<file path="src/rtl/mci_mcu_sram_arb.sv">
// Purpose : MCU SRAM front end. Zero-fills the array after reset, then shares the
//           single SRAM port between r0 (MCU LSU/IFU, high priority) and r1 (AXI/DMA, low priority).
// Latency : grant is combinational in the request cycle; read data returns 1 cycle after the read grant.
// Backpr. : requesters hold req until gnt; read returns have no backpressure (rvalid must be accepted).
//
// Ports:
//   clk, rst                      clock, synchronous active-high reset
//   init_done                     zero-fill complete, arbitration running
//   rX_req/we/addr/wdata          request from requester X ({ecc,data} write word)
//   rX_gnt                        request accepted this cycle
//   rX_rvalid/rdata               read return routed to the requester that issued the read
//   sram_cs/we/addr/wdata/rdata   SRAM port, rdata valid 1 cycle after cs && !we
module mci_mcu_sram_arb #(
  parameter int ADDR_WIDTH   = 16,
  parameter int DATA_WIDTH   = 32,
  parameter int ECC_WIDTH    = 7,
  parameter int DEPTH        = 65536,
  parameter int STARVE_LIMIT = 8
) (
  input  logic                            clk,
  input  logic                            rst,
  output logic                            init_done,

  input  logic                            r0_req,
  input  logic                            r0_we,
  input  logic [ADDR_WIDTH-1:0]           r0_addr,
  input  logic [ECC_WIDTH+DATA_WIDTH-1:0] r0_wdata,
  output logic                            r0_gnt,
  output logic                            r0_rvalid,
  output logic [ECC_WIDTH+DATA_WIDTH-1:0] r0_rdata,

  input  logic                            r1_req,
  input  logic                            r1_we,
  input  logic [ADDR_WIDTH-1:0]           r1_addr,
  input  logic [ECC_WIDTH+DATA_WIDTH-1:0] r1_wdata,
  output logic                            r1_gnt,
  output logic                            r1_rvalid,
  output logic [ECC_WIDTH+DATA_WIDTH-1:0] r1_rdata,

  output logic                            sram_cs,
  output logic                            sram_we,
  output logic [ADDR_WIDTH-1:0]           sram_addr,
  output logic [ECC_WIDTH+DATA_WIDTH-1:0] sram_wdata,
  input  logic [ECC_WIDTH+DATA_WIDTH-1:0] sram_rdata
);

  localparam int WORD_W = ECC_WIDTH + DATA_WIDTH;
  // Wide enough to hold STARVE_LIMIT itself (the saturation value).
  localparam int WAIT_W = (STARVE_LIMIT < 1) ? 1 : $clog2(STARVE_LIMIT + 1);
  localparam logic [ADDR_WIDTH-1:0] INIT_LAST = ADDR_WIDTH'(DEPTH - 1);
  localparam logic [WAIT_W-1:0]     WAIT_MAX  = WAIT_W'(STARVE_LIMIT);

  typedef enum logic {
    ST_INIT,
    ST_ARB
  } state_t;

  state_t                state;
  state_t                state_nxt;
  logic [ADDR_WIDTH-1:0] init_cnt;
  logic [WAIT_W-1:0]     wait_cnt;
  logic                  rd_pending;
  logic                  rd_owner;    // 0 = r0, 1 = r1
  logic                  win0;
  logic                  win1;
  logic                  starved;

  assign starved = (wait_cnt == WAIT_MAX);

  always_ff @(posedge clk) begin
    if (rst) begin
      state      <= ST_INIT;
      init_cnt   <= '0;
      wait_cnt   <= '0;
      rd_pending <= 1'b0;
      rd_owner   <= 1'b0;
    end else begin
      state <= state_nxt;

      // Counter only advances while zero-filling; its value after init is don't-care.
      if (state == ST_INIT) begin
        init_cnt <= init_cnt + 1'b1;
      end

      // Consecutive denied cycles of r1; any r1 grant or idle r1 restarts the count.
      if ((state == ST_ARB) && r1_req && !win1) begin
        if (!starved) begin
          wait_cnt <= wait_cnt + 1'b1;
        end
      end else begin
        wait_cnt <= '0;
      end

      rd_pending <= (win0 && !r0_we) || (win1 && !r1_we);
      if (win1 && !r1_we) begin
        rd_owner <= 1'b1;
      end else if (win0 && !r0_we) begin
        rd_owner <= 1'b0;
      end
    end
  end

  always_comb begin
    state_nxt  = state;
    win0       = 1'b0;
    win1       = 1'b0;
    sram_cs    = 1'b0;
    sram_we    = 1'b0;
    sram_addr  = '0;
    sram_wdata = '0;

    case (state)
      ST_INIT: begin
        sram_cs   = 1'b1;
        sram_we   = 1'b1;
        sram_addr = init_cnt;
        if (init_cnt == INIT_LAST) begin
          state_nxt = ST_ARB;
        end
      end
      ST_ARB: begin
        // r1 takes the slot when r0 is idle or when r1 has waited long enough.
        win1 = r1_req && (starved || !r0_req);
        win0 = r0_req && !win1;
        if (win0) begin
          sram_cs    = 1'b1;
          sram_we    = r0_we;
          sram_addr  = r0_addr;
          sram_wdata = r0_wdata;
        end else if (win1) begin
          sram_cs    = 1'b1;
          sram_we    = r1_we;
          sram_addr  = r1_addr;
          sram_wdata = r1_wdata;
        end
      end
      default: begin
        state_nxt = ST_INIT;
      end
    endcase

    // Outputs are forced quiet in the reset cycle itself, not only after it.
    if (rst) begin
      sram_cs    = 1'b0;
      sram_we    = 1'b0;
      sram_addr  = '0;
      sram_wdata = '0;
    end
  end

  assign init_done = (state == ST_ARB) && !rst;
  assign r0_gnt    = win0 && !rst;
  assign r1_gnt    = win1 && !rst;
  assign r0_rvalid = rd_pending && !rd_owner && !rst;
  assign r1_rvalid = rd_pending &&  rd_owner && !rst;
  assign r0_rdata  = r0_rvalid ? sram_rdata : {WORD_W{1'b0}};
  assign r1_rdata  = r1_rvalid ? sram_rdata : {WORD_W{1'b0}};

endmodule
</file>
<file path="config.mk">
export PLATFORM = sky130hd
export DESIGN_NAME = mci_mcu_sram_arb
export DESIGN_NICKNAME = d
export VERILOG_FILES = /design/src/rtl/mci_mcu_sram_arb.sv
export SDC_FILE = /design/constraint.sdc
export NUM_CORES = 1
export LEC_CHECK = 0
export CORE_AREA = 2 2 114 116
export CTS_CLUSTER_DIAMETER = 200
export DETAILED_ROUTE_END_ITERATION = 12
export DIE_AREA = 0 0 116 118
export DONT_BUFFER_PORTS = 1
export SLEW_MARGIN = 10
export SYNTH_ARGS = -nofsm -noshare
export SYNTH_HDL_FRONTEND = slang
export SYNTH_SLANG_ARGS = --single-unit
</file>
<file path="constraint.sdc">
create_clock -name clk -period 1.4 [get_ports clk]
set_input_delay 0 -clock clk [delete_from_list [all_inputs] [get_ports clk]]
set_output_delay 0 -clock clk [all_outputs]
set_load 0.005 [all_outputs]
</file>
==> results of run 1 <==
## per-stage QoR
stage               hold slack (ns)  utilization, %  std cells  setup TNS (ns)  total power, mW
floorplan                    0.0387               -        303         -0.0274            0.734
global placement             0.0354            22.2        488           -5.90            0.748
detailed placement           0.0347            22.2        488           -9.09            0.749
CTS                         0.00356            24.1        506          -20.06             1.39
global route                 0.0127            25.8        512          -26.40             1.44
finish                      0.00722            25.9        517          -20.05             1.38
## kinds of logic (layout without fill, tap and decap cells)
group                    count (synthesis)  count (layout)  synth area share (%)
multiplexers                             2               2                 0.935
AND/OR/NAND/NOR                        160             160                  40.2
other                                    0               7                     0
buffers and inverters                   32              67                  6.38
AO/OA/AOI/OAI                           71              71                  26.0
adder cells (fa/ha/maj)                  3               3                  1.65
flip-flops                              23              23                  20.2
XOR/XNOR                                12              12                  4.62
## layout make-up
type	instances	area (um2)	share of cell area (%)
inverters	4	15.0	0.468
multi-input cells	248	1850	57.7
diodes	7	17.5	0.546
well taps	172	215	6.70
repair buffers	59	549	17.1
clock buffers	4	78.8	2.46
flip-flops and latches	23	482	15.0
## cell usage after synthesis, types with 4 or more instances
master,n
and2_1,79
a22o_1,39
nor2_1,34
dfxtp_1,23
clkbuf_1,18
a222oi_1,13
nand2_1,9
a21oi_1,8
buf_2,8
nand3_1,6
nand4_1,6
xnor2_1,6
xor2_1,6
o21ai_0,4
## flip-flops by register name, summed over array words and instances, names as in the netlist
register / count
rd_pending: 1
init_cnt: 16
wait_cnt: 4
state: 1
rd_owner: 1
## routing by layer
| layer | up-vias | share of wire [%] |
|---|---|---|
| li1 | 1167 | - |
| met1 | 1287 | 46 |
| met2 | 155 | 41 |
| met3 | 6 | 13 |
| met4 | 2 | 0.47 |
| met5 | - | 0.073 |
## power groups by stage
stage	combinational [mW]	clock, mW	sequential, mW
floorplan	0.0497	0	0.685
global placement	0.0627	0	0.685
detailed placement	0.0638	0	0.685
CTS	0.0870	0.627	0.673
global route	0.108	0.660	0.670
finish	0.0975	0.613	0.670
## worst max-delay path: stages, from the launching register on
cell and delay [ns]:
dfxtp_2 0.32, inv_2 0.06, ha_4 0.13, nand3b_1 0.11, a21oi_2 0.22, buf_12 0.12
nor2b_4 0.19, buf_12 0.19, a22o_1 0.22
## worst paths after layout
check                            from                         to  slack [ns]  cells past startpoint
max reg2reg  init_cnt[0]$_SDFFE_PP0N_  init_cnt[12]$_SDFFE_PP0N_       -0.09                      5
min reg2reg  init_cnt[2]$_SDFFE_PP0N_   init_cnt[2]$_SDFFE_PP0N_        0.54                      2
min                               rst  init_cnt[14]$_SDFFE_PP0N_       0.007                      2
max          wait_cnt[1]$_SDFFE_PP0N_             sram_wdata[27]       -0.44                      8
## timing repair
item,CTS,global route
endpoints found under the hold margin,23,0
pin swaps,22,21
gates resized for setup,13,35
endpoints found under the setup margin,61,68
gates cloned,1,1
hold buffers,5,0
setup buffers,9,6
==> flow_summary.rst, run 1 <==
.. list-table::
   :header-rows: 1

   * - Metric
     - Value
   * - Worst slew margin relative to its limit
     - 45.5%
   * - Clk_skew
     - 0.00235 ns
   * - Global routing usage summed across all routing layers
     - 17.7%
   * - Placement-stage worst setup slack
     - -0.254 ns
   * - WL per Instance
     - 26.4 um
   * - Synthesized area per cell
     - 7.51 um2
   * - Die extent in y
     - 118 um
   * - Final period utilization
     - 132%
   * - TritonCTS buffer count
     - 3
   * - Category of the worst setup path launch point
     - flop
   * - Final max-slew violation count
     - 0
   * - # DRC
     - 0
   * - 1st-pass router iterations
     - 5
   * - P per Cell Area
     - 430 nW/um2
   * - Max Freq
     - 543 MHz
   * - Share of the yosys chip area belonging to registers
     - 20.2%
   * - Yosys warns
     - 0
   * - Distinct cell type count of the synthesized netlist
     - 41
   * - Kind of critical path
     - flop to primary output
   * - Starting Density
     - 18.3%
   * - Most frequent cells in the layout
     - 79 x and2_1, 42 x buf_4, 36 x a22o_1
   * - Number of global-route vias before repair
     - 2420
   * - Slew of the pin with the lowest slew margin
     - 0.815 ns
   * - Wire length of the first global-routing pass
     - 17.4 mm
   * - Arrival time of the worst setup path
     - 1.84 ns
   * - First DRT Iteration DRCs
     - 248
   * - Core ar.
     - 12400 um2
   * - Total wire length
     - 13.7 mm
   * - Yosys reg bits
     - 23
   * - Layer with the highest usage after global routing
     - met1
   * - Number of enable-type register cells in the synthesized netlist
     - 0
   * - Depth of the CTS H-tree
     - 1
   * - Worst Setup Slack, final
     - -0.442 ns
   * - Top flip-flop cell by instance count after synthesis
     - dfxtp_1
   * - Synthesis-to-layout area growth
     - 41.1%
   * - Setup repair after global routing missed its margin
     - true
   * - Proportion of layout cells with a drive suffix above 1
     - 28.7%
   * - Most common library cell in the layout ignoring fill and taps
     - and2_1
   * - Number of rows created at floorplan
     - 41
   * - Fraction of synthesis flops using an asynchronous set or reset pin
     - 0%
   * - Maximum number of pins on one net before global-route repair
     - 41
   * - Number of buffers between clock root and the deepest sink
     - 2
   * - Post-detailed-placement cell area
     - 2750 um2
   * - Total Die Area
     - 13700 um2
   * - Final count of hold timing violations
     - 0
   * - Final min period
     - 1.84 ns
   * - Area share of the leading cell type in the synthesized netlist
     - 21.7%
   * - Setup violators final
     - 60
   * - Share of total power in sequential cells
     - 48.5%
   * - Met1 track utilization from global routing
     - 25.7%
   * - Largest vdd supply drop
     - 0.519 mV
   * - RePlAce Congestion
     - 0.813
   * - Count of antenna-violating nets left after detailed routing
     - 0
   * - Finished layout cell area
     - 3210 um2
   * - Count of maximum capacitance violations
     - 0
   * - Average vias per placed instance
     - 5.06
   * - Clk slew on worst S/H paths
     - 0.06 ns
   * - Synthesized net count
     - 461
   * - Met2 track utilization from global routing
     - 24.2%
   * - Number of buffers inserted by port buffering
     - 0
   * - Clock sink total
     - 23
   * - Cell accounting for the most synthesized area
     - and2_1
   * - Post-synthesis instance total
     - 303
   * - Horizontal die dimension
     - 116 um
   * - Static leakage power
     - 1.22 nW
   * - Sw frac
     - 19.9%
   * - Clock tree from TritonCTS
     - built
   * - Tightest Hold Check Type
     - input pin to flop
   * - Type of element capturing the critical path
     - primary output
   * - Sum of net half-perimeters after detailed placement
     - 11.4 mm
   * - Buffer type at the clock tree root
     - clkbuf_16
   * - Total via count in the routed design
     - 2617
   * - Critical path required time
     - 1.40 ns
   * - Internal Pwr Total
     - 1.11 mW
   * - Top area cells in the synthesized netlist
     - and2_1 22%, dfxtp_1 20%, a22o_1 15%
   * - Number of top-level design ports
     - 295
   * - Initial antenna violation count
     - 8
   * - Clock share of power
     - 44.4%
   * - Fill cell count
     - 1350
   * - Outcome
     - complete, but fails checks
   * - Crit Path Max Fanout
     - 27
   * - Post-synth design cell area
     - 2270 um2
   * - Combinational share of power
     - 7.1%
   * - Overall overflow remaining after global route
     - 0
   * - Switching power of the nets
     - 275 uW
   * - Final-stage net count
     - 497
   * - Violated checks
     - negative setup slack
   * - Clock latency reported for the late side of the worst-skew pair
     - 0.25 ns
   * - Met3 Use GR
     - 8.81%
No activity file was read; power rests on OpenSTA's default activity.
==> run 2: changes to the inputs <==
--- a/config.mk
+++ b/config.mk
@@ -5,10 +5,11 @@
 export SDC_FILE = /design/constraint.sdc
 export NUM_CORES = 1
 export LEC_CHECK = 0
-export CORE_AREA = 2 2 114 116
+export CORE_AREA = 2 2 113 115
+export CTS_BUF_LIST = sky130_fd_sc_hd__clkbuf_16
 export CTS_CLUSTER_DIAMETER = 200
 export DETAILED_ROUTE_END_ITERATION = 12
-export DIE_AREA = 0 0 116 118
+export DIE_AREA = 0 0 115 117
 export DONT_BUFFER_PORTS = 1
 export SLEW_MARGIN = 10
 export SYNTH_ARGS = -nofsm -noshare
==> run 2 against run 1 <==
The flow finishes with violations (negative hold slack, negative setup slack). Fmax about the same. Count of clock-buffer cells in the layout decreased by 1. Die area decreased by 1.7%. Setup slack improved by 0.00076 ns. Routed wire length increased by 9.8%. Register-to-register slack got worse by 0.03 ns. Total power increased by 1.6%. Largest cell class unchanged.
==> flow_summary.rst, run 2 (same netlist as run 1, synthesis figures left out) <==
.. list-table::
   :header-rows: 1

   * - Metric
     - Value
   * - Worst Setup Slack, final
     - -0.441 ns
   * - Worst path most repeated cell
     - buf_12
   * - Number of top-level design ports
     - 295
   * - Crit Path Max Fanout
     - 16
   * - P per Cell Area
     - 435 nW/um2
   * - Final Non-Filler Cells
     - 504
   * - Met1 Routed Length
     - 7.14 mm
   * - Crit-path leading delay family
     - buffers and inverters
   * - Clk_skew
     - 0.00376 ns
   * - Buffer type at the clock tree root
     - clkbuf_16
   * - Final-stage net count
     - 499
   * - Setup repair after global routing missed its margin
     - true
   * - Number of flip-flops in the largest register
     - 16
   * - Horizontal die dimension
     - 115 um
   * - Register-to-Register Path Depth
     - 5
   * - Sum of net half-perimeters after detailed placement
     - 12.8 mm
   * - Overall overflow remaining after global route
     - 0
   * - Number of rows created at floorplan
     - 41
   * - # DRC
     - 0
   * - Number of buffers between clock root and the deepest sink
     - 2
   * - Setup violators final
     - 60
   * - Violated checks
     - negative hold slack, negative setup slack
   * - Wire length of the first global-routing pass
     - 18.3 mm
   * - R2R Setup Slk
     - -0.12 ns
   * - Worst setup startpoint
     - wait_cnt[1]$_SDFFE_PP0N_
   * - Library cell contributing the largest single delay on the critical path
     - dfxtp_2
   * - First DRT Iteration DRCs
     - 231
   * - Placement-stage worst setup slack
     - -0.347 ns
   * - Synthesis-to-layout area growth
     - 41.7%
   * - Category of the worst setup path launch point
     - flop
   * - Fin Setup TNS
     - -22.33 ns
   * - Clock sink total
     - 23
   * - Depth of the CTS H-tree
     - 1
   * - Highest routed metal layer
     - met5
   * - RePlAce Congestion
     - 0.796
   * - Final min period
     - 1.84 ns
   * - Clock latency reported for the late side of the worst-skew pair
     - 0.26 ns
   * - Utilization after layout
     - 26.2%
   * - Worst min-delay path startpoint
     - r0_req
   * - CP peak stage delay
     - 0.32 ns
   * - Average vias per placed instance
     - 5.30
   * - Clk slew on worst S/H paths
     - 0.06 ns
   * - # placed instances
     - 471
   * - 1st-pass router iterations
     - 9
   * - Worst slew margin relative to its limit
     - 40.1%
   * - Final max-slew violation count
     - 0
   * - Critical path required time
     - 1.40 ns
   * - Die extent in y
     - 117 um
   * - Total Die Area
     - 13500 um2
   * - Global routing usage summed across all routing layers
     - 20.1%
   * - Type of element capturing the critical path
     - primary output
   * - Endpoint of the lowest-slack register-to-register path
     - init_cnt[12]$_SDFFE_PP0N_
   * - Arrival time of the worst setup path
     - 1.84 ns
   * - Core ar.
     - 12300 um2
   * - Outcome
     - complete, but fails checks
   * - Kind of critical path
     - flop to primary output
   * - Static leakage power
     - 1.23 nW
   * - Largest vdd supply drop
     - 0.298 mV
   * - Tightest Hold Check Type
     - input pin to flop
   * - Total via count in the routed design
     - 2670
   * - Number of global-route vias before repair
     - 2307
   * - Wire length on met3
     - 2.20 mm
   * - Post-detailed-placement cell area
     - 2770 um2
   * - Count of maximum capacitance violations
     - 0
   * - Starting Density
     - 18.5%
   * - Proportion of layout cells with a drive suffix above 1
     - 30.6%
   * - Count of buffering cells on the critical path with inverters included
     - 4
   * - WL per Instance
     - 29.8 um
   * - Critical path, cell by cell
     - inv_2 -> ha_4 -> nand3b_1 -> a21oi_2 -> buf_12 -> nor2b_4 -> buf_8 -> buf_12 -> a22o_1
   * - Most common library cell in the layout ignoring fill and taps
     - and2_1
   * - Hold slack final
     - -0.00101 ns
   * - Biggest regs
     - init_cnt: 16 flops, wait_cnt: 4 flops
   * - Register bank with the most flops
     - init_cnt
   * - Hold worst-path end
     - rd_owner$_SDFFE_PP0P_
   * - Total wire length
     - 15.0 mm
   * - Final period utilization
     - 132%
   * - Number of buffers inserted by port buffering
     - 0
   * - Final count of hold timing violations
     - 1
   * - Clock tree from TritonCTS
     - built
   * - Initial antenna violation count
     - 16
   * - Max Freq
     - 543 MHz
   * - TritonCTS buffer count
     - 3
   * - Met2 wirelength from detailed routing
     - 5.49 mm
   * - Finished layout cell area
     - 3220 um2
   * - Post-route total power
     - 1.40 mW
   * - Slew of the pin with the lowest slew margin
     - 0.895 ns
   * - Launch instance of the worst register-to-register path
     - init_cnt[1]$_SDFFE_PP0N_
   * - Count of antenna-violating nets left after detailed routing
     - 0
   * - Most frequent cells in the layout
     - 79 x and2_1, 39 x buf_4, 34 x a22o_1
   * - Cell depth of the worst min-delay path
     - 3
   * - Maximum number of pins on one net before global-route repair
     - 41
## run 2: power by group
group | internal [mW] | switching, mW | leakage (nW)
registers | 0.662 | 0.00994 | 0.191
clock network | 0.384 | 0.240 | 0.0410
logic | 0.0614 | 0.0452 | 0.994
total | 1.11 | 0.295 | 1.23
## run 2: how the worst max path moves through the flow
stage	to	slack [ns]	cells after the start
after global routing	sram_wdata[9]	-0.55	9
after floorplan	sram_wdata[30]	-0.006	8
after CTS	sram_wdata[9]	-0.47	9
after detailed placement	sram_wdata[32]	-0.35	9
final	sram_wdata[17]	-0.44	9
after global placement	sram_wdata[31]	-0.29	9
## run 2: what timing repair did
| action | in CTS | in global routing |
|---|---|---|
| setup buffers | 11 | 5 |
| gates resized for setup | 24 | 34 |
| setup endpoints to repair | 62 | 108 |
| hold buffers | 5 | 0 |
| pin swaps | 40 | 32 |
| hold endpoints to repair | 23 | 0 |
## run 2: tightest hold or removal path, cell delays in order
cell and delay (ns):
nand3_1 0.06, o21ai_1 0.06, a21oi_1 0.10
## run 2: routing by layer
metal  global-route usage (%)  up-vias
li1                         -     1178
met1                     28.0     1273
met2                     24.0      197
met3                     16.2       16
met4                     2.65        6
met5                        0        -
## run 2: final cells by class
type / instances / area, um2
inverter: 4 / 15.0
clock inverter: 1 / 5.00
sequential: 23 / 478
fill: 1329 / 9090
multi-input combinational: 248 / 1840
timing repair buffer: 61 / 591
antenna: 14 / 35.0
clock buffer: 3 / 75.1
tap: 150 / 188
